===== src/rtl/bouncing_box_renderer.sv =====
// Draws a bouncing, colour-changing square over a flat background; position steps once per frame.
// color/h_sync_out/v_sync_out are 2 clocks behind row/column/display_active/syncs; no backpressure.
module bouncing_box_renderer #(
  parameter int         H_ACTIVE  = 640,
  parameter int         V_ACTIVE  = 480,
  parameter int         BOX_SIZE  = 32,
  parameter int         STEP      = 1,
  parameter logic [2:0] BG_COLOR  = 3'b001,
  parameter logic [2:0] BOX_COLOR = 3'b110
) (
  input  logic       clk,
  input  logic       rst,
  input  logic [8:0] row,
  input  logic [9:0] column,
  input  logic       display_active,
  input  logic       h_sync_in,
  input  logic       v_sync_in,
  input  logic       enable,
  output logic [2:0] color,
  output logic       h_sync_out,
  output logic       v_sync_out
);

  localparam logic [10:0] HA = 11'(H_ACTIVE);
  localparam logic [10:0] VA = 11'(V_ACTIVE);
  localparam logic [10:0] BS = 11'(BOX_SIZE);
  localparam logic [10:0] ST = 11'(STEP);

  logic [9:0]  box_x, box_x_nxt;
  logic [8:0]  box_y, box_y_nxt;
  logic        dir_x, dir_x_nxt;  // 0 = increasing, 1 = decreasing
  logic        dir_y, dir_y_nxt;
  logic [2:0]  box_col, box_col_nxt;
  logic        bounce_x, bounce_y;
  logic        v_sync_prev, vs_armed, tick;
  logic [10:0] nx, ny, x_end, y_end;
  logic        in_box;
  logic        act1, in1, hs1, vs1;

  // vs_armed blocks a false edge when v_sync_in is already low as reset releases.
  assign tick = v_sync_prev & vs_armed & ~v_sync_in & enable;

  always_comb begin
    nx          = {1'b0, box_x} + ST;
    ny          = {2'b0, box_y} + ST;
    box_x_nxt   = box_x;
    box_y_nxt   = box_y;
    dir_x_nxt   = dir_x;
    dir_y_nxt   = dir_y;
    bounce_x    = 1'b0;
    bounce_y    = 1'b0;
    box_col_nxt = box_col;

    if (!dir_x) begin
      if (nx + BS >= HA) begin
        box_x_nxt = 10'(HA - BS);
        dir_x_nxt = 1'b1;
        bounce_x  = 1'b1;
      end else begin
        box_x_nxt = 10'(nx);
      end
    end else if ({1'b0, box_x} <= ST) begin
      box_x_nxt = '0;
      dir_x_nxt = 1'b0;
      bounce_x  = 1'b1;
    end else begin
      box_x_nxt = box_x - 10'(STEP);
    end

    if (!dir_y) begin
      if (ny + BS >= VA) begin
        box_y_nxt = 9'(VA - BS);
        dir_y_nxt = 1'b1;
        bounce_y  = 1'b1;
      end else begin
        box_y_nxt = 9'(ny);
      end
    end else if ({2'b0, box_y} <= ST) begin
      box_y_nxt = '0;
      dir_y_nxt = 1'b0;
      bounce_y  = 1'b1;
    end else begin
      box_y_nxt = box_y - 9'(STEP);
    end

    // A corner hit still advances the colour only once; 0 is never used.
    if (bounce_x || bounce_y)
      box_col_nxt = (box_col == 3'd7) ? 3'd1 : box_col + 3'd1;
  end

  always_ff @(posedge clk or posedge rst) begin
    if (rst) begin
      box_x       <= '0;
      box_y       <= '0;
      dir_x       <= 1'b0;
      dir_y       <= 1'b0;
      box_col     <= BOX_COLOR;
      v_sync_prev <= 1'b1;
      vs_armed    <= 1'b0;
    end else begin
      v_sync_prev <= v_sync_in;
      if (v_sync_in)
        vs_armed <= 1'b1;
      if (tick) begin
        box_x   <= box_x_nxt;
        box_y   <= box_y_nxt;
        dir_x   <= dir_x_nxt;
        dir_y   <= dir_y_nxt;
        box_col <= box_col_nxt;
      end
    end
  end

  always_comb begin
    x_end  = {1'b0, box_x} + BS;
    y_end  = {2'b0, box_y} + BS;
    in_box = ({1'b0, column} >= {1'b0, box_x}) && ({1'b0, column} < x_end) &&
             ({2'b0, row} >= {2'b0, box_y}) && ({2'b0, row} < y_end);
  end

  always_ff @(posedge clk or posedge rst) begin
    if (rst) begin
      act1       <= 1'b0;
      in1        <= 1'b0;
      hs1        <= 1'b1;
      vs1        <= 1'b1;
      color      <= 3'b000;
      h_sync_out <= 1'b1;
      v_sync_out <= 1'b1;
    end else begin
      act1       <= display_active;
      in1        <= in_box;
      hs1        <= h_sync_in;
      vs1        <= v_sync_in;
      color      <= !act1 ? 3'b000 : (in1 ? box_col : BG_COLOR);
      h_sync_out <= hs1;
      v_sync_out <= vs1;
    end
  end

endmodule


===== config.mk =====
export PLATFORM = sky130hd
export DESIGN_NAME = bouncing_box_renderer
export DESIGN_NICKNAME = d
export VERILOG_FILES = /design/src/rtl/bouncing_box_renderer.sv
export SDC_FILE = /design/constraint.sdc
export NUM_CORES = 1
export LEC_CHECK = 0
export ABC_AREA = 1
export CORE_ASPECT_RATIO = 0.5
export CORE_MARGIN = 2
export CORE_UTILIZATION = 45
export DETAILED_ROUTE_END_ITERATION = 8
export SLEW_MARGIN = 40
export SYNTH_ARGS = -nofsm -noshare
export SYNTH_HDL_FRONTEND = slang
export SYNTH_SLANG_ARGS = --single-unit

===== constraint.sdc =====
create_clock -name clk -period 3.23 [get_ports clk]
set_clock_uncertainty 0.2 [all_clocks]
set_input_delay 0.969 -clock clk [delete_from_list [all_inputs] [get_ports clk]]
set_output_delay 0.969 -clock clk [all_outputs]
set_load 0.03 [all_outputs]

======== After elaboration in Yosys (flattened, before gate mapping) ========
Cells that the tools add are included.
word-level totals
  logic and storage cells ................. 59
  input port bits ......................... 25
  output and inout bits ................... 5
  ROM bits ................................ 0
  flip-flop bits (word level) ............. 34
  memories kept ........................... 0
  RAM bits ................................ 0
  bits in latches ......................... 0
cells by class
  $mul .................................... 0
  multiplexer cells ....................... 19
  reduce and logical (&&, ||, !) cells .... 5
  add/subtract/negate cells ............... 9
  magnitude comparators ................... 8
  bitwise logic cells ..................... 4
  eq/ne operators ......................... 1
  shift-type cells ........................ 0
  divide/modulo/power cells ............... 0
operator list
  kind                                                                 number
  2-to-1 mux 10 bit                                                    3
  2-to-1 mux 9 bit                                                     3
  adder 10 x 6 -> 11 bit, second input constant                        2
  adder 10 x 1 -> 11 bit, second input constant                        1
  adder 11 x 6 -> 11 bit, second input constant                        1
  greater-or-equal comparator 11 x 10 -> 1 bit, second input constant  1
  greater-or-equal comparator 11 x 9 -> 1 bit, second input constant   1
  less-than comparator 10 x 11 -> 1 bit                                1
  adder 9 x 1 -> 10 bit, second input constant                         1
  adder 9 x 6 -> 10 bit, second input constant                         1
  greater-or-equal comparator 10 bit                                   1
  <= comparator 10 x 1 -> 1 bit, second input constant                 1
  less-than comparator 9 x 10 -> 1 bit                                 1
  2-to-1 mux 1 bit                                                     10
  subtractor 10 x 1 -> 10 bit, second input constant                   1
  greater-or-equal comparator 9 bit                                    1
  <= comparator 9 x 1 -> 1 bit, second input constant                  1
  2-to-1 mux 3 bit                                                     3
  subtractor 9 x 1 -> 9 bit, second input constant                     1
  adder 3 x 1 -> 3 bit, second input constant                          1
  AND 1 bit                                                            3
  == test 3 bit, second input constant                                 1
  logical AND 1 bit                                                    3
  AND reduction 2 bit                                                  1
  other kinds (2)                                                      2

======== Depth between registers and ports, before layout ========
  word-level depth ........................ 7
  depth in mapped cells ................... 19
  gate-level depth less buffers ........... 18

======== Least setup slack after synthesis ========
No wires, ideal clock.
  kind .................................... register to register
  from .................................... register box_y[0]
  to ...................................... register box_col[0]
  arrival time ............................ 2.111 ns
  buffers on the path ..................... 0
  setup slack ............................. 0.803 ns
  clock period less this slack ............ 2.427 ns
  library setup time ...................... 0.117 ns
  cell stages (with the launch flop) ...... 19
  cells stage by stage .................... dfrtp_1 ha_1 nand2_1 nor2_4 nand3_1 nand2_1 ha_1 nor2_1 nand3_1 nor2_1 nand2_1 a21oi_2 nand2_2 nand3_2 nand2_2 nand2_4 nand2_2 nand2_1 nand2_1
on the way
  cells in the longest elaborated chain, start to end .. 7
  elaborated cells on any way between the ends .. 9
  classes of those cells .................. 2 x add/sub; 2 x order compare; 3 x mux; 2 x reduce/logical
RTL lines
  item                                         line  text
  start: declaration                           30    logic [8:0] box_y, box_y_nxt;
  start signal: assignment                     106   box_y <= box_y_nxt;
  adder 9 x 1 -> 10 bit                        45    ny = {2'b0, box_y} + ST;
  adder 10 x 6 -> 11 bit                       71    if (ny + BS >= VA) begin
  greater-or-equal comparator 11 x 9 -> 1 bit  71
  2-to-1 mux 1 bit                             71
  2-to-1 mux 1 bit (*)                         70    if (!dir_y) begin
  logical OR 1 bit (*)                         87    if (bounce_x || bounce_y)
  AND reduction 2 bit (no source line) (*)     --
  end signal: assignment                       109   box_col <= box_col_nxt;
  end: declaration                             33    logic [2:0] box_col, box_col_nxt;
Mark *: on every way between the ends. The rest lies on a longest branch, timed or not.
A chain may end at the register's enable or synchronous reset.

======== Final worst setup path ========
Ends and elaborated chain as after synthesis.

==> summary.md <==
| Metric | Value |
|---|---|
| Grt ovf | 0 |
| CTS tree | yes |
| Max-Cap Viols | 0 |
| Residual DRC | 0 |
| Crit Path Max Fanout | 5 |
| Starting density of the core | 47.6% |
| Root Buffer | clkbuf_16 |
| Slew Limit Headroom | 72.4% |
| Vias | 3152 |
| Largest net degree at the start of global routing | 35 |
| Dominant cells by area after synthesis | dfrtp_1 (22%), ha_1 (17%), nand2_1 (12%) |
| Synth Flop Type | dfrtp_1 |
| Netlist cell types | 41 |
| Crit end category | register |
| Worst skew pair latency | 0.28 ns |
| Crit-path slowest cell | dfrtp_1 |
| Top-count cell post-synth | nand2_1 |
| GP Congestion | 0.872 |
| Number of synthesized register bits | 34 |
| Chip height | 64.1 um |
| Number of global-route vias before repair | 2954 |
| IO Count | 30 |
| Reg clk slew, reported paths | 0.06 ns |
| CTS HTree Levels | 2 |
| Met1 WL | 4.07 mm |
| Cells along the critical path | ha_1 -> nand3_1 -> o21ai_0 -> nand2_1 -> ha_1 -> nor2_1 -> nand3_1 -> nor2_1 -> nand2_1 -> a21oi_2 -> nand2_2 -> nand3_2 -> nand2_2 -> nand2_4 -> nand2_2 -> nand2_1 -> nand2_1 |
| Final Hold Fails | 0 |
| Largest area contributor in the netlist | dfrtp_1 |
| HP Class | register to register |
| Setup repair after global routing missed its margin | false |
| Slew @ Worst Pin | 0.409 ns |
| Syn_nets | 525 |
| # fillers | 657 |
| Clock tree sinks | 34 |
| Post-synth EDFFs | 0 |
| Post-synth ARST share | 100% |
| Drt pass-1 iters | 9 |
| DR WL met2 | 3.42 mm |
| Max rail drop VDD | 0.000310 V |
| GRT Util Overall | 20.9% |
| Routed WL | 7.89 mm |
| Initial DRC count | 334 |
| Proportion of layout cells with a drive suffix above 1 | 8.54% |
| Chip Width | 124 um |
| IO buf count | 29 |
| Arrival time at the worst endpoint | 2.80 ns |
| Setup TNS | 0 ns |
| Run status | finished, final reports clean |
| Post-DP HPWL | 6.26 mm |
| First-pass GRT wire length | 13.7 mm |
| Core Util, Final | 56.3% |
| Post-synth top cells | nand2_1 (105), inv_1 (55), ha_1 (43), nor2_1 (41), nand3_1 (38) |
| Synth Instances | 457 |
| Crit Path Category | register to register |
| DR WL/cell | 13.5 um |
| N_diodes | 0 |
| Antenna violations before repair | 0 |
| Resized Gates After CTS | 0 |
| Crit start category | register |
| Yosys warns | 0 |
| # rows | 21 |
| Final Critical Period | 2.82 ns |
| CTS Buf Count | 5 |
| Worst path max stage delay | 0.42 ns |
| Vias/cell | 5.40 |
| Met3 Wirelength | 368 um |
| Pwr dens | 776 nW/um^2 |
| Final Cycle Share | 87.4% |
| Final Max Tran Viols | 0 |
| Die area | 7970 um^2 |
| Setup bufs post-CTS | 0 |
| Nets | 559 |
| Post-DRT Antenna Nets | 0 |
| Leakage | 1.89 nW |
| Hold_buf cts | 0 |
| Worst path most repeated cell | nand2_1 |
| CP Buf/Inv Count | 0 |
| Final setup vio count | 0 |
| Synth Cell Area | 3250 um^2 |
| Post-synthesis sequential area ratio | 26.4% |
| Core Area | 6830 um^2 |
| Clk buf depth | 2 |
| Top cell type's share of synthesized area | 21.5% |
| Synth-to-Final Area Change | 18.2% |
| CP delay by family, top | simple AND/OR/NAND/NOR gates |
| FMAX | 0.354 GHz |
| Synthesized area per cell | 7.12 um^2 |
| Top Metal Used | met4 |
| CP required | 3.20 ns |
==> power breakdown <==
group / switching [mW] / internal [mW] / total [mW]
sequential: 0.196 / 0.557 / 0.753
combinational: 1.01 / 0.597 / 1.60
clock: 0.184 / 0.443 / 0.627
total: 1.39 / 1.60 / 2.98
==> path summary, 6_finish.rpt <==
| path | start | end | slack [ns] | cells past startpoint |
|---|---|---|---|---|
| min | hs1 | h_sync_out | 0.16 | 0 |
| min in group asynchronous | rst | act1 | 0.90 | 3 |
| max in group asynchronous | rst | v_sync_out | 1.60 | 3 |
| min reg2reg | hs1 | h_sync_out | 0.16 | 0 |
| max reg2reg | box_y[0] | box_col[0] | 0.41 | 17 |
| max | box_y[0] | box_col[0] | 0.41 | 17 |
==> state kept, by name, summed over array words and instances (netlist names) <==
name / flops
vs1: 1
box_x: 10
vs_armed: 1
hs1: 1
h_sync_out: 1
color: 3
dir_x: 1
box_y: 9
v_sync_out: 1
act1: 1
in1: 1
dir_y: 1
box_col: 3
==> through the flow <==
step	std cells	total power [mW]	cell area [um^2]	setup slack, ns	hold WS, ns
2_1_floorplan	457	1.94	3250	0.803	0.145
3_3_place_gp	576	2.28	3650	0.255	0.146
3_5_place_dp	576	2.33	3650	0.251	0.149
4_1_cts	584	2.98	3850	0.415	0.157
5_1_grt	584	3.29	3850	0.140	0.162
6_report	584	2.98	3850	0.406	0.155
==> worst register-to-register path: cells and delay by family (launching register included) <==
| family | cells | cell delay, ns |
|---|---|---|
| DFF | 1 | 0.42 |
| adders and majority gates | 2 | 0.60 |
| AOI/OAI and AO/OA | 2 | 0.35 |
| and+or+nand+nor | 13 | 1.14 |
==> routing by layer <==
metal	up-vias	GRT usage [%]
met5	-	0
met4	0	3.09
met3	4	3.94
met2	65	34.4
met1	1485	29.5
li1	1598	-
==> layout by cell type, fill, tap and decap left out, types with 3 or more instances in the layout <==
cell type and instances:
nand2_1 105, inv_1 55, ha_1 43, nor2_1 41, nand3_1 38, clkdlybuf4s50_1 29, dfrtp_1 28, a21oi_1 26
o21ai_0 21, xor2_1 15, nand4_1 10, a22oi_1 10, inv_2 6, dfstp_2 6, buf_4 6, nand2_2 5
clkbuf_16 5, o21ai_1 4, a31oi_1 4, nand3_2 3, o211ai_1 3, o21a_1 3
==> final cells by class <==
| cell class | count | area, um^2 | area share [%] |
|---|---|---|---|
| clock buffer | 5 | 125 | 3.25 |
| clock inverter | 3 | 68.8 | 1.79 |
| inverter | 62 | 233 | 6.05 |
| multi-input combinational | 353 | 2110 | 54.9 |
| sequential | 34 | 858 | 22.3 |
| tap | 92 | 115 | 2.99 |
| timing repair buffer | 35 | 335 | 8.72 |
==> logic make-up (layout without fill, tap and decap cells) <==
family | after synthesis | count (layout) | synth area share [%]
AOI/OAI and AO/OA | 81 | 81 | 14.8
xor gates and xnor gates | 17 | 17 | 4.58
adders and majority gates | 43 | 43 | 16.5
buffers and inverters | 70 | 105 | 8.73
DFF | 34 | 34 | 26.4
and+or+nand+nor | 212 | 212 | 29.0
Power figures use the tool's default switching activity.
